`config.mk`:
```
export PLATFORM = sky130hd
export DESIGN_NAME = mem_port_arbiter
export DESIGN_NICKNAME = d
export VERILOG_FILES = /design/src/rtl/mem_port_arbiter.sv
export SDC_FILE = /design/constraint.sdc
export NUM_CORES = 1
export LEC_CHECK = 0
export ABC_AREA = 1
export CORE_AREA = 3 3 78 110
export DETAILED_ROUTE_END_ITERATION = 7
export DIE_AREA = 0 0 81 113
export PLACE_DENSITY = 0.82
export SYNTH_ARGS = -nofsm -noshare
export SYNTH_HDL_FRONTEND = slang
export SYNTH_SLANG_ARGS = --single-unit
```
`constraint.sdc`:
```
create_clock -name clk -period 1.8 [get_ports clk]
set_clock_uncertainty 0.15 [all_clocks]
set_input_delay 0.18 -clock clk [delete_from_list [all_inputs] [get_ports clk]]
set_output_delay 0.18 -clock clk [all_outputs]
set_load 0.01 [all_outputs]
```
`src/rtl/mem_port_arbiter.sv`:
```
// mem_port_arbiter: shares the single lc3b memory port between I-fetch and D-access requesters.
// Optional macro ARB_ROUND_ROBIN_EN: alternate grants on contention instead of fixed D priority.
module mem_port_arbiter #(
  parameter int unsigned ADDR_W = 16,
  parameter int unsigned DATA_W = 16,
  parameter int unsigned MASK_W = 2,
  parameter int unsigned CNT_W  = 16
) (
  input  logic              clk,
  input  logic              rst_n,
  input  logic              i_read,
  input  logic [ADDR_W-1:0] i_address,
  output logic [DATA_W-1:0] i_rdata,
  output logic              i_resp,
  input  logic              d_read,
  input  logic              d_write,
  input  logic [MASK_W-1:0] d_byte_enable,
  input  logic [ADDR_W-1:0] d_address,
  input  logic [DATA_W-1:0] d_wdata,
  output logic [DATA_W-1:0] d_rdata,
  output logic              d_resp,
  output logic              mem_read,
  output logic              mem_write,
  output logic [MASK_W-1:0] mem_byte_enable,
  output logic [ADDR_W-1:0] mem_address,
  output logic [DATA_W-1:0] mem_wdata,
  input  logic [DATA_W-1:0] mem_rdata,
  input  logic              mem_resp,
  output logic [CNT_W-1:0]  i_xfer_count,
  output logic [CNT_W-1:0]  d_xfer_count
);

  localparam logic [1:0] IDLE    = 2'd0;
  localparam logic [1:0] SERVE_I = 2'd1;
  localparam logic [1:0] SERVE_D = 2'd2;

  localparam logic GRANT_I = 1'b0;
  localparam logic GRANT_D = 1'b1;

  logic [1:0] state;
  logic [1:0] next_state;
  logic       last_grant;
  logic       d_req_c;
  logic       grant_d_c;

  always_comb d_req_c = d_read | d_write;

`ifdef ARB_ROUND_ROBIN_EN
  // On contention, favour whichever side was not served last.
  always_comb grant_d_c = (last_grant == GRANT_I);
`else
  always_comb grant_d_c = 1'b1;
  logic unused_last_grant;
  always_comb unused_last_grant = last_grant;
`endif

  // Read data is broadcast; it is only meaningful alongside the matching resp.
  always_comb i_rdata = mem_rdata;
  always_comb d_rdata = mem_rdata;

  always_ff @(posedge clk or negedge rst_n) begin
    if (!rst_n) begin
      state <= IDLE;
    end else begin
      state <= next_state;
    end
  end

  always_comb begin
    next_state      = state;
    mem_read        = 1'b0;
    mem_write       = 1'b0;
    mem_byte_enable = '0;
    mem_address     = '0;
    mem_wdata       = '0;
    i_resp          = 1'b0;
    d_resp          = 1'b0;
    case (state)
      IDLE: begin
        if (i_read && d_req_c) begin
          next_state = grant_d_c ? SERVE_D : SERVE_I;
        end else if (d_req_c) begin
          next_state = SERVE_D;
        end else if (i_read) begin
          next_state = SERVE_I;
        end
      end
      SERVE_I: begin
        mem_read    = i_read;
        mem_address = i_address;
        i_resp      = mem_resp;
        if (mem_resp) next_state = IDLE;
      end
      SERVE_D: begin
        mem_read        = d_read & ~d_write;
        mem_write       = d_write;
        mem_address     = d_address;
        mem_byte_enable = d_byte_enable;
        mem_wdata       = d_wdata;
        d_resp          = mem_resp;
        if (mem_resp) next_state = IDLE;
      end
      default: next_state = IDLE;
    endcase
  end

  // Completion bookkeeping: last served side and per-side transfer counts.
  always_ff @(posedge clk or negedge rst_n) begin
    if (!rst_n) begin
      last_grant   <= GRANT_I;
      i_xfer_count <= '0;
      d_xfer_count <= '0;
    end else if (mem_resp) begin
      if (state == SERVE_I) begin
        last_grant   <= GRANT_I;
        i_xfer_count <= i_xfer_count + CNT_W'(1);
      end else if (state == SERVE_D) begin
        last_grant   <= GRANT_D;
        d_xfer_count <= d_xfer_count + CNT_W'(1);
      end
    end
  end

endmodule

```
==> impl_summary.md <==
Power and ir drop
The analysis attributes to cell leakage a power of ~2.0 nW. VDD sags by at most about 0.00053 V. The power density over cell area is between 1000 and 1500 mW/mm². The total power after layout is approximately 4.3 mW.

Worst setup path
STA classifies the critical path endpoint as a primary output. Along the worst path, the maximum fanout reaches 12. For the worst setup path, the data required time is approximately 1.5 ns.

The reg-to-reg endpoint is d_xfer_count[11]. In this run the critical register-to-register path is launched from state[0]. The source of the critical timing path is state[0]. The slack of the worst reg-to-reg path is -0.04 ns. The endpoint arrival time on the critical path is 1.51 ns.

In this run the worst setup path terminates at mem_address[7]. The kind of launch point of the worst setup path is a register. The path type of the worst setup path is reg -> out. The depth of the worst register-to-register path is 10.

Cells and area
Summing all non-filler instances in the final layout gives an area of 0.00414 mm². The utilization of the core after routing is 0.537. The proportion of layout cells with a drive suffix above 1 is 0.297. The number of antenna cells inserted is 0. The number of filler cells placed in the layout is just over 700.

The net count reported at finish is roughly 550. Compared with the post-synthesis result, the final layout area differs by 70.2%.

Synth
The compound-gate portion of the synthesized area was 0.0474. After synthesis, the most frequently instantiated cells are 116 x sky130_fd_sc_hd__nand2_1, 52 x sky130_fd_sc_hd__inv_1, 34 x sky130_fd_sc_hd__dfrtp_1, 32 x sky130_fd_sc_hd__buf_4, 22 x sky130_fd_sc_hd__nor2_1. The synthesized netlist occupies a cell area of between 0.002 and 0.0025 mm². The share of synthesized area in the top cell type comes to 0.350. The share of the Yosys chip area taken by registers is 0.350. Of the post-synthesis cell area, the part taken by muxes is 0.

The cell count after synthesis is between 300 and 400. Each instance of the synthesized netlist takes up on average between 6 and 7 µm². The library cell with the largest summed area after synthesis is sky130_fd_sc_hd__dfrtp_1. The number of enable-type register cells in the synthesized netlist is 0.

The arithmetic-cell share of the synthesized area counting full adders, half adders and majority gates is 0.0309. The flip-flop and latch count after synthesis is 34. For this run, the number of Yosys warnings is 0. By instance count, the leading cell after synthesis is sky130_fd_sc_hd__nand2_1. After synthesis, the largest family of logic cells by area is simple AND/OR/NAND/NOR gates. The dominant register cell in the synthesized netlist is sky130_fd_sc_hd__dfrtp_1. Synthesis produced a netlist with a net count of between 400 and 500.

The area fraction in and, or, nand and nor cells after synthesis is 0.309. Of the total synthesized cell area, the portion taken by XOR and XNOR cells is 0.0685. The async set or reset register ratio after synthesis is 1.00. Counting distinct cell types in the post-synthesis netlist gives 26. Yosys attributes the largest share of cell area to sky130_fd_sc_hd__dfrtp_1 35%, sky130_fd_sc_hd__nand2_1 18%, sky130_fd_sc_hd__buf_4 9.9%.

Clocking
The H-tree was split into 2 levels. The longest clock path from root to sink contains 2 buffers. The clock root buffer is sky130_fd_sc_hd__clkbuf_8. Buffers inserted to repair hold after CTS numbered 0. After clock tree synthesis, the clock-pin slew on the worst setup and hold paths is around 0.07 ns.

The number of sinks driven by the clock tree is 34. The later pin in the worst-skew pair is clocked with a latency of roughly 0.28 ns. TritonCTS created 5 clock buffers. The clock tree from TritonCTS is done.

Floorplanning
In this run the count of I/O pins placed on the die edge is 174. The vertical die dimension is 113 µm. The core area is 0.00770 mm². The starting density of the core is 0.315. Row generation in the floorplan step produced 38 rows. The full die area is around 0.0092 mm². The floorplan step set the die width to ~81 µm.

Timing
The number of pins exceeding their max-slew limit in the final report came to 0. Setup violations remaining at the end of the flow were counted as 20. The worst slew margin relative to its limit is 0.675. After layout, the worst setup slack is -0.0387 ns.

For the final routed database, the setup TNS stands at -0.464 ns. The shortest period the worst path allows is between 1.5 and 2 ns. The slew of the pin with the lowest slew margin is 0.486 ns. The number of hold violations in the final report is 0. Setup repair after global routing could not meet its margin everywhere. Timing would allow up to 544 MHz. The period utilization is 1.02.

Placed design
The sum of net half-perimeters after detailed placement is between 7000 and 8000 µm. The worst slack after detailed placement is -0.196 ns. At the end of routability-driven placement, the weighted congestion stood at roughly 0.85.

In this run the tool buffered the top-level ports with approximately 130 buffer cells. The placed instances occupy a cell area of about 0.0037 mm².

Drt
The via count is between 2000 and 3000. Using the TritonRoute via totals, the vias-per-cell ratio works out to 4.66. The number of nets with antenna violations after detailed routing is 0. After detailed routing, the average wire length per cell comes to between 15 and 20 µm.

The pre-antenna-repair detailed-routing pass consisted of 4 iterations. The residual DRC count is 0. For this block, the initial DRC count from the detailed router was 82.

For this block, the routed nets add up to roughly 9800 µm of wire.

Job
The tool flagged a number of max-cap violations equal to 0.

Run status
The flow ran to the end, but the final reports show violations. The checks that failed: negative setup slack.

Global route
The number of global-route vias before repair is approximately 2600. The initial antenna violation count is 0. The first global-routing pass estimated 13500 µm of wire. For this run, the total global-route usage over all layers was measured as 0.192. The largest net degree at the start of global routing is 35. For this run the aggregate overflow at the end of global routing stands at 0.

Worst hold path
The worst min-delay path class is in -> async.
==> per-stage QoR <==
step | instances | hold slack, ns
2_1_floorplan | 350 | -0.266
3_3_place_gp | 556 | 0.210
3_5_place_dp | 556 | 0.210
4_1_cts | 565 | 0.171
5_1_grt | 575 | 0.202
6_report | 575 | 0.153
==> placed cells by master, fill, tap and decap left out, drive strengths merged <==
cell type / netlist / routed
xor2: 8 / 8
dfrtp: 34 / 34
clkdlybuf4s50: 0 / 87
nor2: 27 / 27
o21ai: 5 / 5
and2: 2 / 2
nand3: 12 / 12
or2: 1 / 1
buf: 36 / 66
nand3b: 3 / 3
ha: 6 / 6
clkbuf: 3 / 11
nand2: 118 / 118
xnor2: 11 / 11
nor3: 3 / 3
a21oi: 18 / 18
clkinv: 1 / 1
inv: 53 / 53
nor3b: 1 / 1
nand4: 8 / 8
==> kinds of logic after synthesis <==
kind of cell | after synthesis
buffers and inverters | 93
and+or+nand+nor | 175
adders and majority gates | 6
xor gates and xnor gates | 19
AOI/OAI and AO/OA | 23
DFF | 34
==> repair_timing <==
action / CTS / global route
resized for setup: 168 / 78
buffers inserted: 1 / 7
endpoints found under the setup margin: 51 / 52
pin swaps: 1 / 26
cloned: 0 / 3
==> registers in the layout (all words and copies together), names as in the netlist <==
signal        cells
state             2
i_xfer_count     16
d_xfer_count     16
==> worst min path at each step <==
stage	start	endpoint	slack [ns]
global placement	mem_rdata[11]	i_rdata[11]	0.21
detailed placement	mem_rdata[11]	i_rdata[11]	0.21
global route	rst_n	i_xfer_count[4]	0.20
CTS	rst_n	i_xfer_count[14]	0.17
floorplan	rst_n	d_xfer_count[0]	-0.27
finish	rst_n	i_xfer_count[14]	0.15
==> critical path, cell delays in order, from the launching register on <==
cell and delay, ns:
sky130_fd_sc_hd__dfrtp_1 0.42, sky130_fd_sc_hd__inv_4 0.08, sky130_fd_sc_hd__ha_4 0.28, sky130_fd_sc_hd__clkinv_4 0.05, sky130_fd_sc_hd__buf_12 0.14, sky130_fd_sc_hd__a21oi_2 0.11
sky130_fd_sc_hd__buf_2 0.14
==> final cells by class <==
type	count	area (µm²)	share of cell area
Clock buffer	8	110	0.0266
Timing Repair Buffer	156	1440	0.349
Tap cell	100	125	0.0303
Multi-Input combinational cell	223	1390	0.337
Sequential cell	34	851	0.206
Inverter	54	215	0.0520
==> power by group <==
| part | switching (mW) | total, mW | leakage (nW) | internal, mW |
|---|---|---|---|---|
| combinational | 1.35 | 2.66 | 1.54 | 1.31 |
| sequential | 0.138 | 1.01 | 0.441 | 0.871 |
| clock | 0.278 | 0.664 | 0.0575 | 0.387 |
==> layer usage <==
| layer | track usage | up-vias | part of all wire |
|---|---|---|---|
| met2 | 0.295 | 126 | 0.46 |
| met4 | 0.0631 | 0 | 0.019 |
| met3 | 0.101 | 29 | 0.15 |
| met5 | 0 | - | 0 |
| li1 | - | 1276 | - |
| met1 | 0.230 | 1247 | 0.37 |
Note: power is estimated with default switching activity, not from simulation.
